`config.mk`:
```
export PLATFORM = sky130hd
export DESIGN_NAME = mux_scan_ctrl
export DESIGN_NICKNAME = d
export VERILOG_FILES = /design/src/rtl/mux_scan_ctrl.sv
export SDC_FILE = /design/constraint.sdc
export NUM_CORES = 1
export LEC_CHECK = 0
export BUFFER_PORTS_ARGS = -buffer_cell sky130_fd_sc_hd__buf_2
export CORE_ASPECT_RATIO = 0.7
export CORE_MARGIN = 4
export CORE_UTILIZATION = 53
export DETAILED_ROUTE_END_ITERATION = 16
export GPL_TIMING_DRIVEN = 0
export PLACE_DENSITY = 0.76
export SLEW_MARGIN = 20
export SYNTH_ARGS = -nofsm -noshare
export SYNTH_HDL_FRONTEND = slang
export SYNTH_SLANG_ARGS = --single-unit
```
`constraint.sdc`:
```
create_clock -name clk -period 2.1 [get_ports clk]
set_clock_uncertainty 0.1 [all_clocks]
set_input_delay 0.105 -clock clk [delete_from_list [all_inputs] [get_ports clk]]
set_output_delay 0.105 -clock clk [all_outputs]
set_load 0.01 [all_outputs]
```
`src/rtl/mux_scan_ctrl.sv`:
```
// mux_scan_ctrl: steps a 16:1 mux through all channels, settling then sampling each, into one 16-bit word.
// Define MUX_SCAN_PARITY_EN to add a registered parity output over each completed word.
module mux_scan_ctrl #(
    parameter int SETTLE_CYCLES = 2
) (
    input  logic        clk,
    input  logic        rst,
    input  logic        start,
    input  logic        abort,
    output logic [3:0]  sel,
    output logic        mux_en_n,
    input  logic        mux_v,
    output logic [15:0] data_out,
    output logic        data_valid,
    input  logic        data_ready,
`ifdef MUX_SCAN_PARITY_EN
    output logic        parity,
`endif
    output logic        busy
);
    localparam logic [3:0] SC = 4'(SETTLE_CYCLES);
    typedef enum logic [1:0] {IDLE, SETTLE, SAMPLE, HOLD} state_t;
    state_t      state;
    logic [3:0]  cnt;
    logic [15:0] shadow;
    logic [15:0] captured;
    logic        launch;
    // A new scan may begin from IDLE, or from HOLD only in the cycle the pending word is consumed.
    assign launch = start && (state == IDLE || (state == HOLD && data_ready));
    always_comb begin
        captured = shadow;
        captured[sel] = mux_v;
    end
    always_ff @(posedge clk or posedge rst) begin
        if (rst) begin
            state      <= IDLE;
            cnt        <= '0;
            shadow     <= '0;
            sel        <= '0;
            mux_en_n   <= 1'b1;
            data_out   <= '0;
            data_valid <= 1'b0;
            busy       <= 1'b0;
`ifdef MUX_SCAN_PARITY_EN
            parity     <= 1'b0;
`endif
        end else if (abort && (state == SETTLE || state == SAMPLE)) begin
            state    <= IDLE;
            cnt      <= '0;
            shadow   <= '0;
            sel      <= '0;
            mux_en_n <= 1'b1;
            busy     <= 1'b0;
        end else if (launch) begin
            state      <= (SC == 4'd0) ? SAMPLE : SETTLE;
            cnt        <= SC;
            sel        <= '0;
            mux_en_n   <= 1'b0;
            busy       <= 1'b1;
            data_valid <= 1'b0;
        end else if (state == HOLD) begin
            if (data_ready) begin
                data_valid <= 1'b0;
                state      <= IDLE;
            end
        end else if (state == SETTLE) begin
            cnt <= cnt - 4'd1;
            if (cnt == 4'd1) state <= SAMPLE;
        end else if (state == SAMPLE) begin
            shadow <= captured;
            if (sel == 4'd15) begin
                data_out   <= captured;
                data_valid <= 1'b1;
                mux_en_n   <= 1'b1;
                sel        <= '0;
                busy       <= 1'b0;
                state      <= HOLD;
`ifdef MUX_SCAN_PARITY_EN
                parity     <= ^captured;
`endif
            end else begin
                sel   <= sel + 4'd1;
                cnt   <= SC;
                state <= (SC == 4'd0) ? SAMPLE : SETTLE;
            end
        end
    end
endmodule

```
* Word level (Yosys, flattened, before mapping) *
Cells that the tools add are included.

operators by class
  $add $sub $neg = 2
  mux-type cells = 43
  bitwise gates (word level) = 4
  $lt $le $gt $ge = 2
  reductions and logical operators = 21
  equal/unequal tests = 15

operator list
  kind                                                                                  number
  16-bit two-way mux                                                                    5
  4-bit two-way mux                                                                     12
  16-bit bitwise mux                                                                    1
  1-bit two-way mux                                                                     16
  2-bit two-way mux                                                                     8
  3-bit nonzero test                                                                    4
  3-bit AND reduction                                                                   3
  4-bit != test (second input constant)                                                 2
  4-bit AND reduction                                                                   2
  3-bit by 2-bit != test with 1-bit output (second input constant)                      2
  3-bit != test (second input constant)                                                 2
  6-bit AND reduction                                                                   1
  4-bit by 5-bit less-than comparator with 1-bit output (second input constant)         1
  5-bit by 2-bit != test with 1-bit output (second input constant)                      1
  5-bit AND reduction                                                                   1
  5-bit nonzero test                                                                    1
  4-bit by 1-bit adder with 4-bit output (second input constant)                        1
  1-bit demux with 4-bit select                                                         1
  2-bit equality test (second input constant)                                           2
  4-bit by 1-bit equality test with 1-bit output (second input constant)                1
  4-bit equality test (second input constant)                                           1
  4-bit by 1-bit greater-or-equal comparator with 1-bit output (second input constant)  1
  1-bit logical AND                                                                     4
  2-bit by 1-bit != test with 1-bit output (second input constant)                      2
  other kinds (8)                                                                       12

storage, ports and cells
  bits in registers = 45
  output and inout bits = 23
  input bits = 6

* Logic depth before layout (Yosys ltp) *
Gate-level depths: netlist of the first run.

  word-level depth = 10
  gate-level depth with buffers = 8

* Worst setup path before layout of the first run *
OpenSTA, ideal clock, no wires.

  kind = reg-to-reg
  start = register state[0]
  end = register state[0]
  buffers on the path = 1
  path slack = -2 ps
  data arrival time = 1877 ps
  setup time = 125 ps
  stages on the path, launching flop included = 8
  period minus slack after synthesis = 2102 ps
  cell sequence = dfrtp_1 inv_1 ha_1 buf_2 o21ba_2 a2111oi_2 or2_1 mux2_2

on the way
  word-level cells in the longest chain between the ends = 6
  elaborated cells on any way between the ends = 17
  classes of those cells = eq/ne: 5; mux: 4; reduce/logical: 8

ends and longest elaborated chain
  what                                                                                     line    source
  start: declaration                                                                       23      state_t state;
  start signal: assignment                                                                 55      state <= (SC == 4'd0) ? SAMPLE : SETTLE;
  start signal: assignment                                                                 84      state <= (SC == 4'd0) ? SAMPLE : SETTLE;
  2-bit equality test                                                                      29, 61
  1-bit logical AND                                                                        29      assign launch = start && (state == IDLE || (state == HOLD && data_ready));
  1-bit logical OR                                                                         29
  1-bit logical AND                                                                        29
  5-bit by 2-bit != test with 1-bit output (no source line), or another cell as far along  n/a
  3-bit AND reduction (no source line) / 2-bit two-way mux (equally long branches)         n/a

Several ways; a longest one is shown, not always the timed one.
A chain may end at the register's enable or synchronous reset.

* Worst setup path after layout of the first run *
Ends and elaborated chain as after synthesis.

==> run metrics, run 1 <==
Hold WC Path Type input pin to flip-flop; r2r worst-path depth 7; CP max-delay cell dfrtp_2; die width just over 90 µm; Routed WL 7.39 mm; post-synth top area share 40.9%; Area after DPL about 3000 µm²; peak per-stage delay on the critical path 0.43 ns; min-delay src abort; Syn Area/Cell 9.01 µm²; H-Tree Depth 2; worst r2r src state[0]$_DFFE_PP0P_; Power Dens Cells 1120 nW/µm²; crit-path leading delay family compound AO/OA/AOI/OAI gates; total power 3.78 mW; CP arrival roughly 2.2 ns; Area contributors post-synth dfrtp_1 41%, o221ai_1 5.2%, ha_1 5.1%; initial antenna violation count 0; Worst-Margin Slew 0.522 ns; Die Y-Extent 67.6 µm; Initial DRT Pass Iterations 5; wire per inst around 18 µm; register clock-pin slew on the reported worst setup and hold paths 0.08 ns; Setup Viol. Count Final 1; crit path buf inv count 2; r2r endpoint state[0]$_DFFE_PP0P_; crit start category flip-flop; DIE AREA 6300 µm²; WHS Endpoint mux_en_n$_DFFE_PP1P_; GRT Total Usage 23.9%; Final WS setup -0.00624 ns; vias 2498; DRT antenna net count 0; CTS sink cnt between 40 and 50; FF+latch count, synth 45; period utilization 100%; Initial Util a little under three fifths; Worst VDD drop 0.692 mV; DP Wirelength 4.75 mm; clk buf depth 2; Hold Vio Cnt, Final 0; CP required 2.20 ns; Port Buf Inserts 26; fillers 382; FF-to-FF setup slack -0.006 ns; number of DRC markers in iteration 0 252; leakage power 1.41 nW; Post-synth EDFFs 0; fin. max-slew vios 0; Worst Hold Depth 3; Syn Inst Count between 200 and 300; crit path cell chain inv_4 > ha_4 > buf_8 > o21ba_4 > a2111oi_4 > or2_1 > mux2_4; vias in the first global route 2395; utilization after layout 69.9%; RSZ-0062 raised after global routing true; fraction of registers with async set/reset 100%; Yosys cell types slightly below 50; worst skew pair latency around 0.31 ns; area leader, netlist dfrtp_1; total gr overflow 0; crit path launch state[0]$_DFFE_PP0P_; top_reg_cell synth dfrtp_1; Max-Cap Viols 0; core area 4830 µm²; crit-path max FO 9; first-pass GRT wire length approximately 12 mm; Fmax achieved 475 MHz; commonest non-fill, non-tap cell in the layout dfrtp_1; Synth Cell Area 2690 µm²; Layout Area Growth over Synthesis 25.5%; CTS buffer count 5; layout cells sized above 1 roughly 28%; DRC Markers 0; diodes inserted 0; WS Path Type flip-flop to flip-flop; Min Clock Period, post-route 2.11 ns; failing checks negative setup slack; gpl congestion 0.990; Root Buffer clkbuf_8; TritonCTS clock tree yes; Critical Path End Type flip-flop; status complete, but fails checks; number of synthesis warnings 0; syn_nets 316; final non-filler cell area around 3400 µm²; FP Rows 21; # IOs 29; largest net degree at the start of global routing 26; Layout Nets 366; most frequent cells in the layout 42 x dfrtp_1, 34 x nand2_1, 29 x buf_2; sequential share of the synthesized area 41.9%; Vias/cell 5.96; max_slew headroom 65.2%
how the worst max path moves through the flow:
stage                     depth (start not counted)  slack [ns]                   end
final                                             7      -0.006  state[0]$_DFFE_PP0P_
after global routing                              7       -0.09  state[0]$_DFFE_PP0P_
after CTS                                         6       0.009  state[1]$_DFFE_PP0P_
after detailed placement                          7       -0.30    cnt[1]$_DFFE_PP0P_
after global placement                            7       -0.28    cnt[1]$_DFFE_PP0P_
after floorplan                                   7       0.002  state[0]$_DFFE_PP0P_
cell type report:
cell class | count | area [µm²] | share of cell area (%)
buffer | 23 | 175 | 5.18
clock buffer | 5 | 68.8 | 2.04
clock inverter | 3 | 17.5 | 0.518
inverter | 29 | 111 | 3.30
multi-input combinational | 202 | 1500 | 44.2
sequential | 45 | 1130 | 33.4
tap | 69 | 86.3 | 2.55
timing repair buffer | 43 | 295 | 8.74
Yosys cell counts, types with 4 or more instances:
| library cell | n |
|---|---|
| a21oi_1 | 13 |
| clkbuf_1 | 9 |
| nand2_1 | 35 |
| a31oi_1 | 11 |
| inv_1 | 29 |
| buf_2 | 9 |
| nand4_1 | 13 |
| nand3b_1 | 9 |
| nor2b_1 | 4 |
| ha_1 | 11 |
| mux2i_1 | 10 |
| nand3_1 | 15 |
| o221ai_1 | 16 |
| buf_4 | 5 |
| dfrtp_1 | 44 |
| nor2_1 | 24 |
timing repair:
action,CTS,global route
endpoints found under the hold margin,20,0
pin swaps,5,4
gates cloned,0,2
hold buffers,1,0
setup endpoints to repair,40,36
setup buffers,8,5
gates resized for setup,27,27
stage by stage:
stage	TNS (ns)	setup slack, ns	std cells	hold slack [ns]
2_1_floorplan	0	0.00249	299	0.199
3_3_place_gp	-5.39	-0.280	394	0.370
3_5_place_dp	-7.08	-0.301	395	0.0459
4_1_cts	0	0.00852	412	0.108
5_1_grt	-0.594	-0.0864	419	0.157
6_report	-0.00624	-0.00624	419	0.133
worst min-delay path: cells and delay by family:
family                 cells  cell delay (ns)
AO/OA/AOI/OAI              1             0.13
buffers and inverters      1             0.11
AND/OR/NAND/NOR            1             0.15
layer usage:
layer	wire, µm	vias to the layer above	track usage [%]
met2	3340	98	36.9
met1	3440	1225	32.3
met4	80	0	9.51
met5	0	-	0
met3	533	9	6.35
li1	-	1166	-
flip-flops by register name, indices dropped and copies added, names as in the netlist:
register / cells
data_out: 16
shadow: 16
cnt: 4
sel: 4
state: 2
busy: 1
data_valid: 1
mux_en_n: 1
report_power, final:
part	internal (mW)	switching (mW)
Clock	0.230	0.316
Sequential	0.995	0.126
Combinational	0.904	1.21
logic make-up (layout without fill, tap and decap cells):
logic type	count (synthesis)	count (layout)	share of synthesized area (%)
flip-flops	45	45	41.9
buffers and inverters	52	103	8.36
XOR/XNOR	1	1	0.325
multiplexers	13	13	4.97
AND/OR/NAND/NOR	118	118	22.8
AO/OA/AOI/OAI	59	59	16.6
adder cells (fa/ha/maj)	11	11	5.11
(Power assumes the default switching activity.)
==> run 2, diff against run 1 <==
--- a/config.mk
+++ b/config.mk
@@ -12,6 +12,7 @@
 export DETAILED_ROUTE_END_ITERATION = 16
 export GPL_TIMING_DRIVEN = 0
 export PLACE_DENSITY = 0.76
+export SKIP_CTS_REPAIR_TIMING = 1
 export SLEW_MARGIN = 20
 export SYNTH_ARGS = -nofsm -noshare
 export SYNTH_HDL_FRONTEND = slang
==> run metrics, run 2 (synthesis results as in run 1) <==
Die Y-Extent ~68 µm; Multi-input gate area ~1600 µm²; DRC Markers 0; Initial DRT Pass Iterations 7; most frequent cells in the layout 42 x dfrtp_1, 34 x nand2_1, 30 x buf_2; core area 4830 µm²; failing checks negative setup slack; Vias/cell 6.18; H-Tree Depth 2; Worst VDD drop approximately 0.66 mV; CP arrival 2.31 ns; worst r2r src state[0]$_DFFE_PP0P_; initial antenna violation count 0; max_slew headroom 60.3%; Levels on crit path 9; first-pass GRT wire length 11.1 mm; Routed WL between 8 and 9 mm; crit path cell chain buf_12 > ha_4 > buf_6 > or2_4 > a2111oi_4 > buf_6 > buf_6 > nor2_1 > a21oi_1; diodes inserted 0; Logic pwr share 58.8%; Storage cell area between 1000 and 1500 µm²; Initial Util 55.7%; clock share of power 13.4%; DIE AREA approximately 6300 µm²; number of DRC markers in iteration 0 348; worst skew pair latency 0.31 ns; largest registers data_out: 16 flops, shadow: 16 flops; FF-to-FF setup slack -0.08 ns; vias in the first global route 2287; Port Buf Inserts 26; Root Buffer clkbuf_8; NetSw 1.79 mW; Worst-Margin Slew 0.596 ns; crit path buf inv count 4; DR top layer met4; crit start category flip-flop; layout cells sized above 1 about a third; metal2 WL 3.58 mm; commonest non-fill, non-tap cell in the layout dfrtp_1; pre-CTS setup slack -0.301 ns; non-filler cells, final 429; Power Dens Cells 1150 nW/µm²; Flop pwr share 27.9%; TritonCTS clock tree yes; met3 wire len ~840 µm; worst setup path end data_out[2]$_DFFE_PP0P_; Layout Nets 376; CP max-delay cell dfrtp_2; vias ~2.7k; crit path launch state[0]$_DFFE_PP0P_; Critical Path End Type flip-flop; register clock-pin slew on the reported worst setup and hold paths 0.09 ns; total gr overflow 0; crit-path max FO 10; Hold WC Path Type input pin to flip-flop; CP required 2.23 ns; peak per-stage delay on the critical path 0.49 ns; Fmax achieved approximately 460 MHz; DP Wirelength 4.75 mm; FP Rows 21; utilization after layout about three quarters; r2r endpoint data_out[2]$_DFFE_PP0P_; Sw Ratio 43.8%; critical path's most frequent cell buf_6; Hold Vio Cnt, Final 0; fin. max-slew vios 0; WS Path Type flip-flop to flip-flop; Max-Cap Viols 0; CTS sink cnt 45; P_int 2.30 mW; Setup Viol. Count Final 24; wl on met1 3.47 mm; GRT Total Usage 22.8%; gpl congestion 0.990; Layout Area Growth over Synthesis 32.2%; Min Clock Period, post-route 2.18 ns; Final WS setup -0.0776 ns; # IOs 29; crit-path leading delay family buffers and inverters; period utilization 104%; fillers 344; leakage power between 1 and 1.5 nW; r2r worst-path depth 9; Placed Instances about 400; clk buf depth 2; largest net degree at the start of global routing 26; RSZ-0062 raised after global routing true; status complete, but fails checks; total power 4.10 mW; DRT antenna net count 0; die width 93.2 µm; CTS buffer count 5; wire per inst 19.1 µm
## run 2: changes by cell type in the layout (fill, tap and decap cells not counted), sizes merged
cell    change
buf        +13
clkbuf      -3
## run 2: tightest hold or removal path: stages
cell,delay [ns]
buf_2,0.14
a22oi_1,0.08
o22a_1,0.19
## run 2: area by class of cell
type	instances	area share [%]
flip-flops and latches	45	31.7
repair buffers	53	10.9
inverters	29	3.20
well taps	69	2.43
plain buffers	23	5.06
multi-input cells	202	44.3
clock inverters	3	0.492
clock buffers	5	1.93
## run 2: per-stage QoR
step	cell area, µm²	hold slack [ns]	setup TNS (ns)
CTS	3020	-0.285	-7.75
finish	3560	0.143	-1.11
detailed placement	2930	0.0459	-7.08
global placement	2910	0.370	-5.39
global route	3560	0.176	-2.38
floorplan	2690	0.199	0
## run 2: routing by layer
| layer | track usage (%) | up-vias |
|---|---|---|
| met5 | 0 | - |
| met4 | 8.59 | 0 |
| met3 | 5.01 | 35 |
| met2 | 34.6 | 170 |
| met1 | 32.2 | 1261 |
| li1 | - | 1186 |
## run 2: how the worst min path moves through the flow
| stage | endpoint | startpoint | cells past startpoint |
|---|---|---|---|
| after detailed placement | cnt[3]$_DFFE_PP0P_ | rst | 2 |
| after global placement | data_valid$_DFFE_PP0P_ | data_valid$_DFFE_PP0P_ | 1 |
| final | data_valid$_DFFE_PP0P_ | data_ready | 3 |
| after CTS | shadow[4]$_DFFE_PP0P_ | rst | 2 |
| after floorplan | mux_en_n$_DFFE_PP1P_ | abort | 2 |
| after global routing | data_valid$_DFFE_PP0P_ | data_ready | 3 |
## run 2: power by group through the flow
stage / clock [mW] / sequential (mW) / combinational, mW
after floorplan: 0 / 1.12 / 1.15
after global placement: 0 / 1.12 / 1.50
after detailed placement: 0 / 1.12 / 1.54
after CTS: 0.547 / 1.11 / 1.56
after global routing: 0.580 / 1.16 / 2.58
final: 0.547 / 1.14 / 2.41
==> run 3, diff against run 2 <==
--- a/config.mk
+++ b/config.mk
@@ -11,7 +11,7 @@
 export CORE_UTILIZATION = 53
 export DETAILED_ROUTE_END_ITERATION = 16
 export GPL_TIMING_DRIVEN = 0
-export PLACE_DENSITY = 0.76
+export PLACE_DENSITY_LB_ADDON = 0.08
 export SKIP_CTS_REPAIR_TIMING = 1
 export SLEW_MARGIN = 20
 export SYNTH_ARGS = -nofsm -noshare
==> run metrics, run 3 (synthesis results as in run 1) <==
H-Tree Depth 2; WS Path Type flip-flop to flip-flop; worst r2r src state[0]$_DFFE_PP0P_; Layout Nets 366; total gr overflow 0; DRT antenna net count 0; Sw Ratio 42.2%; Fmax achieved 474 MHz; crit-path max FO 10; peak per-stage delay on the critical path 0.47 ns; Layout Area Growth over Synthesis 25.0%; vias in the first global route 2253; Worst-Margin Slew 0.555 ns; failing checks negative setup slack; Worst VDD drop 0.630 mV; critical path's most frequent cell buf_4; period utilization 100%; met2 capacity usage during global routing 32.1%; TNS Setup -0.00842 ns; CP max-delay cell dfrtp_2; min-delay src abort; initial antenna violation count 0; Root Buffer clkbuf_8; leakage power 1.42 nW; FP Rows 21; register clock-pin slew on the reported worst setup and hold paths 0.08 ns; Hold WC Path Type input pin to flip-flop; RSZ-0062 raised after global routing true; Max-Cap Viols 0; Critical Path End Type flip-flop; crit path cell chain inv_2 > ha_4 > and2_2 > buf_4 > nor4_4 > buf_4 > buf_4 > nand4_1 > o221ai_1; Initial Util 55.7%; Routed WL 7.29 mm; Hold Vio Cnt, Final 0; worst skew pair latency approximately 0.30 ns; clock share of power 17.1%; commonest non-fill, non-tap cell in the layout dfrtp_1; global route hottest layer met1; Port Buf Inserts 26; met1 Use GR 35.9%; CP required 2.20 ns; # IOs 29; layout cells sized above 1 28.4%; number of DRC markers in iteration 0 220; Final WS setup -0.00842 ns; Flop pwr share about 30%; P_int 2.18 mW; crit start category flip-flop; r2r worst-path depth 9; Initial DRT Pass Iterations 5; FF-to-FF setup slack -0.008 ns; TritonCTS clock tree yes; largest net degree at the start of global routing 29; die width between 90 and 100 µm; total power 3.77 mW; Setup Viol. Count Final 1; gpl congestion 0.857; fin. max-slew vios 0; WHS Endpoint mux_en_n$_DFFE_PP1P_; clk buf depth 2; GRT Total Usage 22.9%; DRC Markers 0; largest registers data_out: 16 flops, shadow: 16 flops; utilization after layout between 60 and 70%; diodes inserted 0; Global Route met3 Usage 3.90%; Min Clock Period, post-route 2.11 ns; vias 2439; pre-CTS setup slack -0.228 ns; max_slew headroom 63.0%; CP arrival 2.21 ns; r2r endpoint shadow[0]$_DFFE_PP0P_; CTS sink cnt 45; core area 4830 µm²; status complete, but fails checks; Power Dens Cells 1120 nW/µm²; Logic pwr share 53.0%; first-pass GRT wire length roughly 11 mm; wire per inst 17.4 µm; CTS buffer count 5; Worst Hold Depth 3; DP Wirelength 4.75 mm; DIE AREA 6300 µm²; most frequent cells in the layout 42 x dfrtp_1, 34 x nand2_1, 30 x buf_2; Vias/cell 5.83; Die Y-Extent 67.6 µm; NetSw 1.59 mW
[run 3: cell count changes in the layout (fill, tap and decap cells not counted), moves of 2 or more]
cell      previous run  this run
inv_4                2         0
buf_4               21        15
inv_2                1         3
clkbuf_4             0         2
nor2_2              10         0
buf_6               11         6
nor2_1              14        24
[run 3: critical path, delay by kind of cell, from the launching register on]
| family | cells | cell delay (ns) |
|---|---|---|
| AOI/OAI and AO/OA | 1 | 0.14 |
| adders and majority gates | 1 | 0.22 |
| DFF | 1 | 0.47 |
| and+or+nand+nor | 3 | 0.46 |
| buffers and inverters | 4 | 0.64 |
[run 3: area by class of cell]
cell class	instances	area, µm²
fillers	398	1470
repair buffers	43	292
well taps	69	86.3
flip-flops and latches	45	1130
inverters	29	109
plain buffers	23	169
clock buffers	5	68.8
clock inverters	2	35.0
multi-input cells	202	1480
[run 3: power groups by stage]
stage	sequential [mW]	clock (mW)	combinational, mW
finish	1.13	0.645	2.00
global route	1.15	0.688	2.17
CTS	1.11	0.660	1.55
detailed placement	1.13	0	1.54
global placement	1.12	0	1.51
floorplan	1.12	0	1.15
[run 3: layer usage]
layer  routed length (µm)  share of wire (%)
met5                    0                  0
met3                  436                6.0
met4                   78                1.1
met1                 3650                 50
met2                 3130                 43
[run 3: per-stage QoR]
step	hold WS (ns)	instance area, µm²	cells
2_1_floorplan	0.199	2690	299
3_3_place_gp	0.371	2910	394
3_5_place_dp	0.0345	2930	395
4_1_cts	-0.293	3030	402
5_1_grt	0.183	3370	418
6_report	0.163	3370	418
[run 3: how the worst max path moves through the flow]
stage | depth (start not counted) | start | end | slack, ns
after floorplan | 7 | state[0]$_DFFE_PP0P_ | state[0]$_DFFE_PP0P_ | 0.002
after global placement | 7 | state[0]$_DFFE_PP0P_ | cnt[1]$_DFFE_PP0P_ | -0.20
after detailed placement | 7 | state[0]$_DFFE_PP0P_ | cnt[1]$_DFFE_PP0P_ | -0.23
after CTS | 7 | state[0]$_DFFE_PP0P_ | cnt[1]$_DFFE_PP0P_ | -0.25
after global routing | 8 | state[0]$_DFFE_PP0P_ | shadow[9]$_DFFE_PP0P_ | -0.09
final | 9 | state[0]$_DFFE_PP0P_ | shadow[0]$_DFFE_PP0P_ | -0.008
